<file path="src/rtl/mul_char_pkg.sv">
// Shared types and width helpers for the approximate-multiplier
// characterisation engine.
package mul_char_pkg;

    typedef enum logic [1:0] {
        ST_IDLE  = 2'd0,
        ST_SWEEP = 2'd1,
        ST_DRAIN = 2'd2,
        ST_DONE  = 2'd3
    } state_t;

    // Nominal operand width of the multipliers being characterised
    localparam int W_DEF  = 4;

    // Derived widths at the nominal operand width
    localparam int PW     = 2 * W_DEF;
    localparam int CNT_W  = 2 * W_DEF + 1;
    localparam int SUM_W  = 4 * W_DEF;
    localparam int BIAS_W = 4 * W_DEF + 1;

    // Same derivations for an arbitrary operand width
    function automatic int pw_of(input int w);
        return 2 * w;
    endfunction

    function automatic int cnt_w_of(input int w);
        return 2 * w + 1;
    endfunction

    function automatic int sum_w_of(input int w);
        return 4 * w;
    endfunction

    function automatic int bias_w_of(input int w);
        return 4 * w + 1;
    endfunction

endpackage

</file>
<file path="src/rtl/mul_err_acc.sv">
// Compare stage and error accumulators: exact product, signed error,
// absolute error, and first-occurrence worst-case tracking.
module mul_err_acc
    import mul_char_pkg::*;
#(
    parameter int W = W_DEF
) (
    input  logic                           clk,
    input  logic                           rst,
    input  logic                           clr,
    input  logic                           vld,
    input  logic [W-1:0]                   a,
    input  logic [W-1:0]                   b,
    input  logic [pw_of(W)-1:0]            p,
    output logic [cnt_w_of(W)-1:0]         err_cnt,
    output logic [sum_w_of(W)-1:0]         sum_abs,
    output logic signed [bias_w_of(W)-1:0] bias,
    output logic [pw_of(W)-1:0]            max_err,
    output logic [W-1:0]                   wce_a,
    output logic [W-1:0]                   wce_b
);

    localparam int P_W = pw_of(W);
    localparam int C_W = cnt_w_of(W);
    localparam int S_W = sum_w_of(W);
    localparam int B_W = bias_w_of(W);

    logic [P_W-1:0]        exact;
    logic signed [P_W:0]   diff;
    logic signed [P_W:0]   diff_neg;
    logic [P_W-1:0]        absd;

    // Exact product and error of the returned product; |diff| never exceeds 2^P_W-1
    always_comb begin
        exact    = {{W{1'b0}}, a} * {{W{1'b0}}, b};
        diff     = $signed({1'b0, p}) - $signed({1'b0, exact});
        diff_neg = -diff;
        absd     = diff[P_W] ? diff_neg[P_W-1:0] : diff[P_W-1:0];
    end

    // Accumulate metrics on each aligned compare; strict '>' keeps the first worst case
    always_ff @(posedge clk) begin
        if (rst || clr) begin
            err_cnt <= '0;
            sum_abs <= '0;
            bias    <= '0;
            max_err <= '0;
            wce_a   <= '0;
            wce_b   <= '0;
        end else if (vld) begin
            err_cnt <= err_cnt + C_W'(diff != '0);
            sum_abs <= sum_abs + {{(S_W-P_W){1'b0}}, absd};
            bias    <= bias + $signed({{(B_W-P_W-1){diff[P_W]}}, diff});
            if (absd > max_err) begin
                max_err <= absd;
                wce_a   <= a;
                wce_b   <= b;
            end
        end
    end

endmodule

</file>
<file path="src/rtl/mul_err_sweep.sv">
// Sweep engine: walks every operand pair through an attached multiplier,
// re-aligns the returned product with its operands and feeds the
// compare/accumulate stage.
module mul_err_sweep
    import mul_char_pkg::*;
#(
    parameter int W       = W_DEF,
    parameter int DUT_LAT = 0
) (
    input  logic                           clk,
    input  logic                           rst,
    input  logic                           start,
    output logic [W-1:0]                   a_o,
    output logic [W-1:0]                   b_o,
    input  logic [pw_of(W)-1:0]            p_i,
    output logic                           busy,
    output logic                           done,
    output logic [cnt_w_of(W)-1:0]         err_cnt,
    output logic [sum_w_of(W)-1:0]         sum_abs,
    output logic signed [bias_w_of(W)-1:0] bias,
    output logic [pw_of(W)-1:0]            mae,
    output logic [pw_of(W)-1:0]            max_err,
    output logic [W-1:0]                   wce_a,
    output logic [W-1:0]                   wce_b
);

    localparam int P_W  = pw_of(W);
    localparam int S_W  = sum_w_of(W);
    localparam int DC_W = (DUT_LAT > 1) ? $clog2(DUT_LAT) : 1;

    localparam logic [P_W-1:0]  IDX_LAST   = '1;
    localparam logic [DC_W-1:0] DRAIN_LAST = DC_W'(DUT_LAT - 1);

    state_t          state;
    logic [P_W-1:0]  idx;
    logic [DC_W-1:0] drain_cnt;
    logic            vld_p0;
    logic            clr_acc;

    logic [W-1:0]    cmp_a;
    logic [W-1:0]    cmp_b;
    logic            cmp_vld;

    // Accumulators restart on the same edge a sweep is accepted
    assign clr_acc = start && (state == ST_IDLE || state == ST_DONE);

    // Sweep FSM with registered operands, issue-valid, busy and done
    always_ff @(posedge clk) begin
        if (rst) begin
            state     <= ST_IDLE;
            idx       <= '0;
            drain_cnt <= '0;
            vld_p0    <= 1'b0;
            a_o       <= '0;
            b_o       <= '0;
            busy      <= 1'b0;
            done      <= 1'b0;
        end else begin
            case (state)
                ST_IDLE, ST_DONE: begin
                    if (start) begin
                        state  <= ST_SWEEP;
                        idx    <= '0;
                        a_o    <= '0;
                        b_o    <= '0;
                        vld_p0 <= 1'b1;
                        busy   <= 1'b1;
                        done   <= 1'b0;
                    end
                end
                ST_SWEEP: begin
                    if (idx == IDX_LAST) begin
                        vld_p0 <= 1'b0;
                        a_o    <= '0;
                        b_o    <= '0;
                        if (DUT_LAT > 0) begin
                            state     <= ST_DRAIN;
                            drain_cnt <= '0;
                        end else begin
                            state <= ST_DONE;
                            busy  <= 1'b0;
                            done  <= 1'b1;
                        end
                    end else begin
                        idx        <= idx + 1'b1;
                        {b_o, a_o} <= idx + 1'b1;
                    end
                end
                ST_DRAIN: begin
                    if (drain_cnt == DRAIN_LAST) begin
                        state <= ST_DONE;
                        busy  <= 1'b0;
                        done  <= 1'b1;
                    end else begin
                        drain_cnt <= drain_cnt + 1'b1;
                    end
                end
                default: begin
                    state <= ST_IDLE;
                end
            endcase
        end
    end

    generate
        if (DUT_LAT == 0) begin : g_nodly
            assign cmp_a   = a_o;
            assign cmp_b   = b_o;
            assign cmp_vld = vld_p0;
        end else begin : g_dly
            logic [W-1:0] a_p   [DUT_LAT];
            logic [W-1:0] b_p   [DUT_LAT];
            logic         vld_p [DUT_LAT];

            // Delay issued operands by the multiplier latency so they meet their product
            always_ff @(posedge clk) begin
                if (rst) begin
                    for (int i = 0; i < DUT_LAT; i++) begin
                        a_p[i]   <= '0;
                        b_p[i]   <= '0;
                        vld_p[i] <= 1'b0;
                    end
                end else begin
                    a_p[0]   <= a_o;
                    b_p[0]   <= b_o;
                    vld_p[0] <= vld_p0;
                    for (int i = 1; i < DUT_LAT; i++) begin
                        a_p[i]   <= a_p[i-1];
                        b_p[i]   <= b_p[i-1];
                        vld_p[i] <= vld_p[i-1];
                    end
                end
            end

            assign cmp_a   = a_p[DUT_LAT-1];
            assign cmp_b   = b_p[DUT_LAT-1];
            assign cmp_vld = vld_p[DUT_LAT-1];
        end
    endgenerate

    mul_err_acc #(
        .W (W)
    ) u_acc (
        .clk     (clk),
        .rst     (rst),
        .clr     (clr_acc),
        .vld     (cmp_vld),
        .a       (cmp_a),
        .b       (cmp_b),
        .p       (p_i),
        .err_cnt (err_cnt),
        .sum_abs (sum_abs),
        .bias    (bias),
        .max_err (max_err),
        .wce_a   (wce_a),
        .wce_b   (wce_b)
    );

    // Mean over 2^(2W) pairs is a plain right shift
    assign mae = sum_abs[S_W-1:P_W];

endmodule

</file>
<file path="config.mk">
export PLATFORM = sky130hd
export DESIGN_NAME = mul_err_sweep
export DESIGN_NICKNAME = d
export VERILOG_FILES = /design/src/rtl/mul_char_pkg.sv /design/src/rtl/mul_err_acc.sv /design/src/rtl/mul_err_sweep.sv
export SDC_FILE = /design/constraint.sdc
export NUM_CORES = 1
export LEC_CHECK = 0
export BUFFER_PORTS_ARGS = -buffer_cell sky130_fd_sc_hd__buf_2
export CAP_MARGIN = 20
export CORE_UTILIZATION = 49
export DETAILED_ROUTE_END_ITERATION = 7
export PLACE_DENSITY = 0.81
export SETUP_SLACK_MARGIN = 0.2
export SLEW_MARGIN = 20
export SYNTH_ARGS = -nofsm -noshare
export SYNTH_HDL_FRONTEND = slang
export SYNTH_SLANG_ARGS = --single-unit
export TNS_END_PERCENT = 10
</file>
<file path="constraint.sdc">
create_clock -name clk -period 7.15 [get_ports clk]
set_input_delay 0.3575 -clock clk [delete_from_list [all_inputs] [get_ports clk]]
set_output_delay 0.3575 -clock clk [all_outputs]
set_load 0.1 [all_outputs]
</file>
==> out/results.md <==
• 0.09 ns — clock-pin slew on the worst setup and hold paths
• 0 — number of cells upsized or downsized after cts
• 15.8% — fraction of layout instances using a drive strength above 1
• 7.43 ns — required time of the critical path
• 57 — post-synthesis cell type count
• 38 — Rows
• 4,862 — number of vias after detailed routing
• 3 — Min-Delay Path Depth
• 13.1% — area overhead of the layout relative to synthesis
• 0 — total DRC errors in the routed layout
• 77.5% — part of the cycle the worst path needs
• sky130_fd_sc_hd__dfxtp_1, sky130_fd_sc_hd__ha_1, sky130_fd_sc_hd__nor2_1 — top cells by area in the synthesized netlist
• 22.9% — total global-route track usage
• 807 — final-stage net count
• 180 MHz — highest attainable clock frequency
• 0 — number of antenna violations at the first check in global routing
• 0.679 ns — slew of the pin with the lowest slew margin
• 0 — Hold Vio Cnt, Final
• 329 mW/mm² — power per standard cell area
• 0 — Maximum Capacitance Violations
• 0 — sum of overflow across all layers after global routing
• 737 — number of nets produced by synthesis
• 108 µm — height of the die
• 29.0% — top-area cell type share of the netlist area
• 1.68 ns — post-placement worst setup slack
• 0.00546 mm² — Mapped Area
• 0.00842 ns — Clock Skew
• 2 — Bufs on Longest Clock Path
• 0 — # diodes
• 0 — post-CTS repair timing setup buffer count
• 3 — number of levels in the clock H-tree
• 56.9% — Final Core Density
• register — endpoint class of the critical path
• 12,600 µm — final wirelength
• 4 — Initial DRT Pass Iterations
• register to register — type of the setup path with the least slack
• 4,788 — number of global-route vias before repair
• sky130_fd_sc_hd__clkbuf_8 — root cell of the clock tree
• 0.880 — global placement routability congestion
• done — TritonCTS clock tree
• 658 — gate count after technology mapping
• sky130_fd_sc_hd__dfxtp_1 — top flip-flop cell by instance count after synthesis
• 0 — Slew Viols, Final
• 0 — synthesis warning total
• 0.37 ns — clock insertion delay at the later pin of the skew report
• 0 ns — setup TNS
• 29.0% — share of synthesized area occupied by flip-flops and latches
• 5.83 ns — arrival time at the worst endpoint
• 25 — top fanout value on the critical path
• 8.29 µm² — average footprint of a synthesized cell
• 0.0108 mm² — core area
• no — RSZ-0062 raised after global routing
• 22 — FF-to-FF path depth
• 1.61 ns — reg-to-reg setup timing slack
• 0 — count of flip-flops with a built-in enable after synthesis
• 51 — pin count of the biggest net entering global routing
• 0 — final count of negative-setup-slack endpoints
• finished clean — outcome
• 86 — number of buffers inserted by port buffering
• 0.0116 mm² — die area
• input port to register — path type of the worst min-delay path
• 9 — number of buffers inserted during clock tree synthesis
• 424 µV — maximum vdd drop
• 0 — Hold-fix buffers, CTS
• sky130_fd_sc_hd__dfxtp_1 — leading area contributor after synthesis
• 50.3% — effective utilization at floorplan
• 14.4 µm — per-cell routed wire length
• 9490 µm — Post-DP HPWL
• 79 — FF+latch count, synth
• register — Critical Path Start Type
• 2.87 nW — standby leakage power
• 998 — layout filler cell count
• 108 µm — horizontal die dimension
• 5.54 ns — final period demand of the worst path
• 5.57 — via/cell ratio
• 287 — initial drt markers
• 87 — # IOs
• 20,900 µm — wire length of the first global-routing pass
• 79 — Sink Count
• 0 — Routed Antenna Nets
• 1.61 ns — post-route worst setup slack
• 53.4% — worst rel slew slack
• 0% — Async SR Flop Fraction
==> sequential cells by signal, indices dropped and copies added, names as in the netlist <==
name,flops
cmp_vld,1
u_acc.bias,17
u_acc.max_err,8
idx,8
b_o,4
u_acc.sum_abs,16
state,1
a_o,4
done,1
u_acc.wce_a,4
u_acc.err_cnt,9
busy,1
u_acc.wce_b,4
drain_cnt,1
==> synthesized netlist by cell type, types with 3 or more instances <==
| cell type | instances |
|---|---|
| sky130_fd_sc_hd__dfxtp_1 | 79 |
| sky130_fd_sc_hd__nor2_1 | 79 |
| sky130_fd_sc_hd__ha_1 | 57 |
| sky130_fd_sc_hd__a21oi_1 | 56 |
| sky130_fd_sc_hd__inv_1 | 56 |
| sky130_fd_sc_hd__nand2_1 | 34 |
| sky130_fd_sc_hd__o21ai_0 | 30 |
| sky130_fd_sc_hd__xnor2_1 | 24 |
| sky130_fd_sc_hd__xor2_1 | 22 |
| sky130_fd_sc_hd__mux2i_1 | 21 |
| sky130_fd_sc_hd__nand3_1 | 20 |
| sky130_fd_sc_hd__clkbuf_1 | 19 |
| sky130_fd_sc_hd__and2_1 | 12 |
| sky130_fd_sc_hd__fa_1 | 11 |
| sky130_fd_sc_hd__or3_1 | 10 |
| sky130_fd_sc_hd__a21o_1 | 9 |
| sky130_fd_sc_hd__nand4_1 | 9 |
| sky130_fd_sc_hd__a211oi_1 | 8 |
| sky130_fd_sc_hd__buf_4 | 8 |
| sky130_fd_sc_hd__o21ai_1 | 8 |
| sky130_fd_sc_hd__a22oi_1 | 7 |
| sky130_fd_sc_hd__nand2b_1 | 7 |
| sky130_fd_sc_hd__nor3_1 | 7 |
| sky130_fd_sc_hd__nor2b_1 | 6 |
| sky130_fd_sc_hd__a31oi_1 | 5 |
| sky130_fd_sc_hd__and3_1 | 5 |
| sky130_fd_sc_hd__nor3b_1 | 4 |
| sky130_fd_sc_hd__o211ai_1 | 4 |
| sky130_fd_sc_hd__o21bai_1 | 4 |
| sky130_fd_sc_hd__a41oi_1 | 3 |
| sky130_fd_sc_hd__buf_2 | 3 |
| sky130_fd_sc_hd__o21a_1 | 3 |
==> placed cells by master, fill, tap and decap left out, types with 8 or more instances in the layout <==
cell type | synthesis | layout
sky130_fd_sc_hd__a211oi_1 | 8 | 8
sky130_fd_sc_hd__buf_2 | 3 | 86
sky130_fd_sc_hd__nand2_1 | 34 | 34
sky130_fd_sc_hd__and2_1 | 12 | 12
sky130_fd_sc_hd__dfxtp_1 | 79 | 79
sky130_fd_sc_hd__o21ai_0 | 30 | 30
sky130_fd_sc_hd__o21ai_1 | 8 | 8
sky130_fd_sc_hd__a21oi_1 | 56 | 56
sky130_fd_sc_hd__xor2_1 | 22 | 22
sky130_fd_sc_hd__nor2_1 | 79 | 79
sky130_fd_sc_hd__clkbuf_8 | 0 | 11
sky130_fd_sc_hd__or3_1 | 10 | 10
sky130_fd_sc_hd__xnor2_1 | 24 | 24
sky130_fd_sc_hd__a21o_1 | 9 | 9
sky130_fd_sc_hd__ha_1 | 57 | 57
sky130_fd_sc_hd__nand3_1 | 20 | 20
sky130_fd_sc_hd__inv_1 | 56 | 56
sky130_fd_sc_hd__mux2i_1 | 21 | 21
sky130_fd_sc_hd__nand4_1 | 9 | 9
sky130_fd_sc_hd__fa_1 | 11 | 11
==> worst paths after layout <==
path                                    to                 from
max          u_acc.max_err[7]$_SDFFE_PP0P_  a_o[1]$_SDFFE_PP0P_
min                      busy$_SDFFE_PP0P_                start
max reg2reg  u_acc.max_err[7]$_SDFFE_PP0P_  a_o[1]$_SDFFE_PP0P_
min reg2reg              busy$_SDFFE_PP0P_    busy$_SDFFE_PP0P_
==> metrics by stage <==
step,hold slack (ns),instances,area (µm²),power (mW)
2_1_floorplan,0.430,658,5460,1.46
3_3_place_gp,0.450,857,5940,1.62
3_5_place_dp,0.462,857,5940,1.65
4_1_cts,0.316,873,6170,2.04
5_1_grt,0.362,873,6170,2.16
6_report,0.324,873,6170,2.03
==> area by class of cell <==
type / count / area [µm²] / area share, %
Multi-Input combinational cell: 491 / 3510 / 56.9
Inverter: 58 / 218 / 3.53
Clock buffer: 12 / 155 / 2.51
Sequential cell: 79 / 1580 / 25.6
Timing Repair Buffer: 89 / 453 / 7.34
Tap cell: 140 / 175 / 2.84
Clock inverter: 4 / 77.6 / 1.26
==> logic make-up after synthesis <==
family	share of synthesized area (%)
compound gates	18.0
xor+xnor	7.89
fa+ha+maj	17.1
buf+inv	6.67
flops	29.0
mux	4.06
simple gates	17.3
==> where the power goes <==
part	leakage, nW	switching, mW	internal (mW)
combinational	2.12	0.801	0.284
sequential	0.641	0.0571	0.502
clock	0.117	0.172	0.217
total	2.87	1.03	1.00
==> critical path, cell delays in order (launching register included) <==
cell and delay [ns]:
sky130_fd_sc_hd__dfxtp_1 0.43, sky130_fd_sc_hd__nand2_1 0.11, sky130_fd_sc_hd__fa_1 0.54, sky130_fd_sc_hd__inv_1 0.05, sky130_fd_sc_hd__ha_1 0.30, sky130_fd_sc_hd__fa_1 0.50, sky130_fd_sc_hd__inv_1 0.04, sky130_fd_sc_hd__ha_1 0.27
sky130_fd_sc_hd__nor3_1 0.30, sky130_fd_sc_hd__nand2b_1 0.11, sky130_fd_sc_hd__o22a_4 0.21, sky130_fd_sc_hd__xor2_4 0.26, sky130_fd_sc_hd__inv_2 0.18, sky130_fd_sc_hd__nand2_1 0.11, sky130_fd_sc_hd__xor2_1 0.22, sky130_fd_sc_hd__inv_1 0.11
sky130_fd_sc_hd__ha_1 0.33, sky130_fd_sc_hd__o211ai_1 0.11, sky130_fd_sc_hd__a21oi_1 0.15, sky130_fd_sc_hd__o221a_2 0.60, sky130_fd_sc_hd__nand2_1 0.12, sky130_fd_sc_hd__or3_1 0.33, sky130_fd_sc_hd__o311ai_1 0.09
==> metal layers <==
| metal | wire length (µm) | up-vias | GRT usage (%) |
|---|---|---|---|
| li1 | - | 2408 | - |
| met1 | 5310 | 2309 | 25.6 |
| met2 | 6310 | 117 | 40.9 |
| met3 | 619 | 28 | 5.33 |
| met4 | 309 | 0 | 10.5 |
| met5 | 0 | - | 0 |
(Power assumes the default switching activity.)
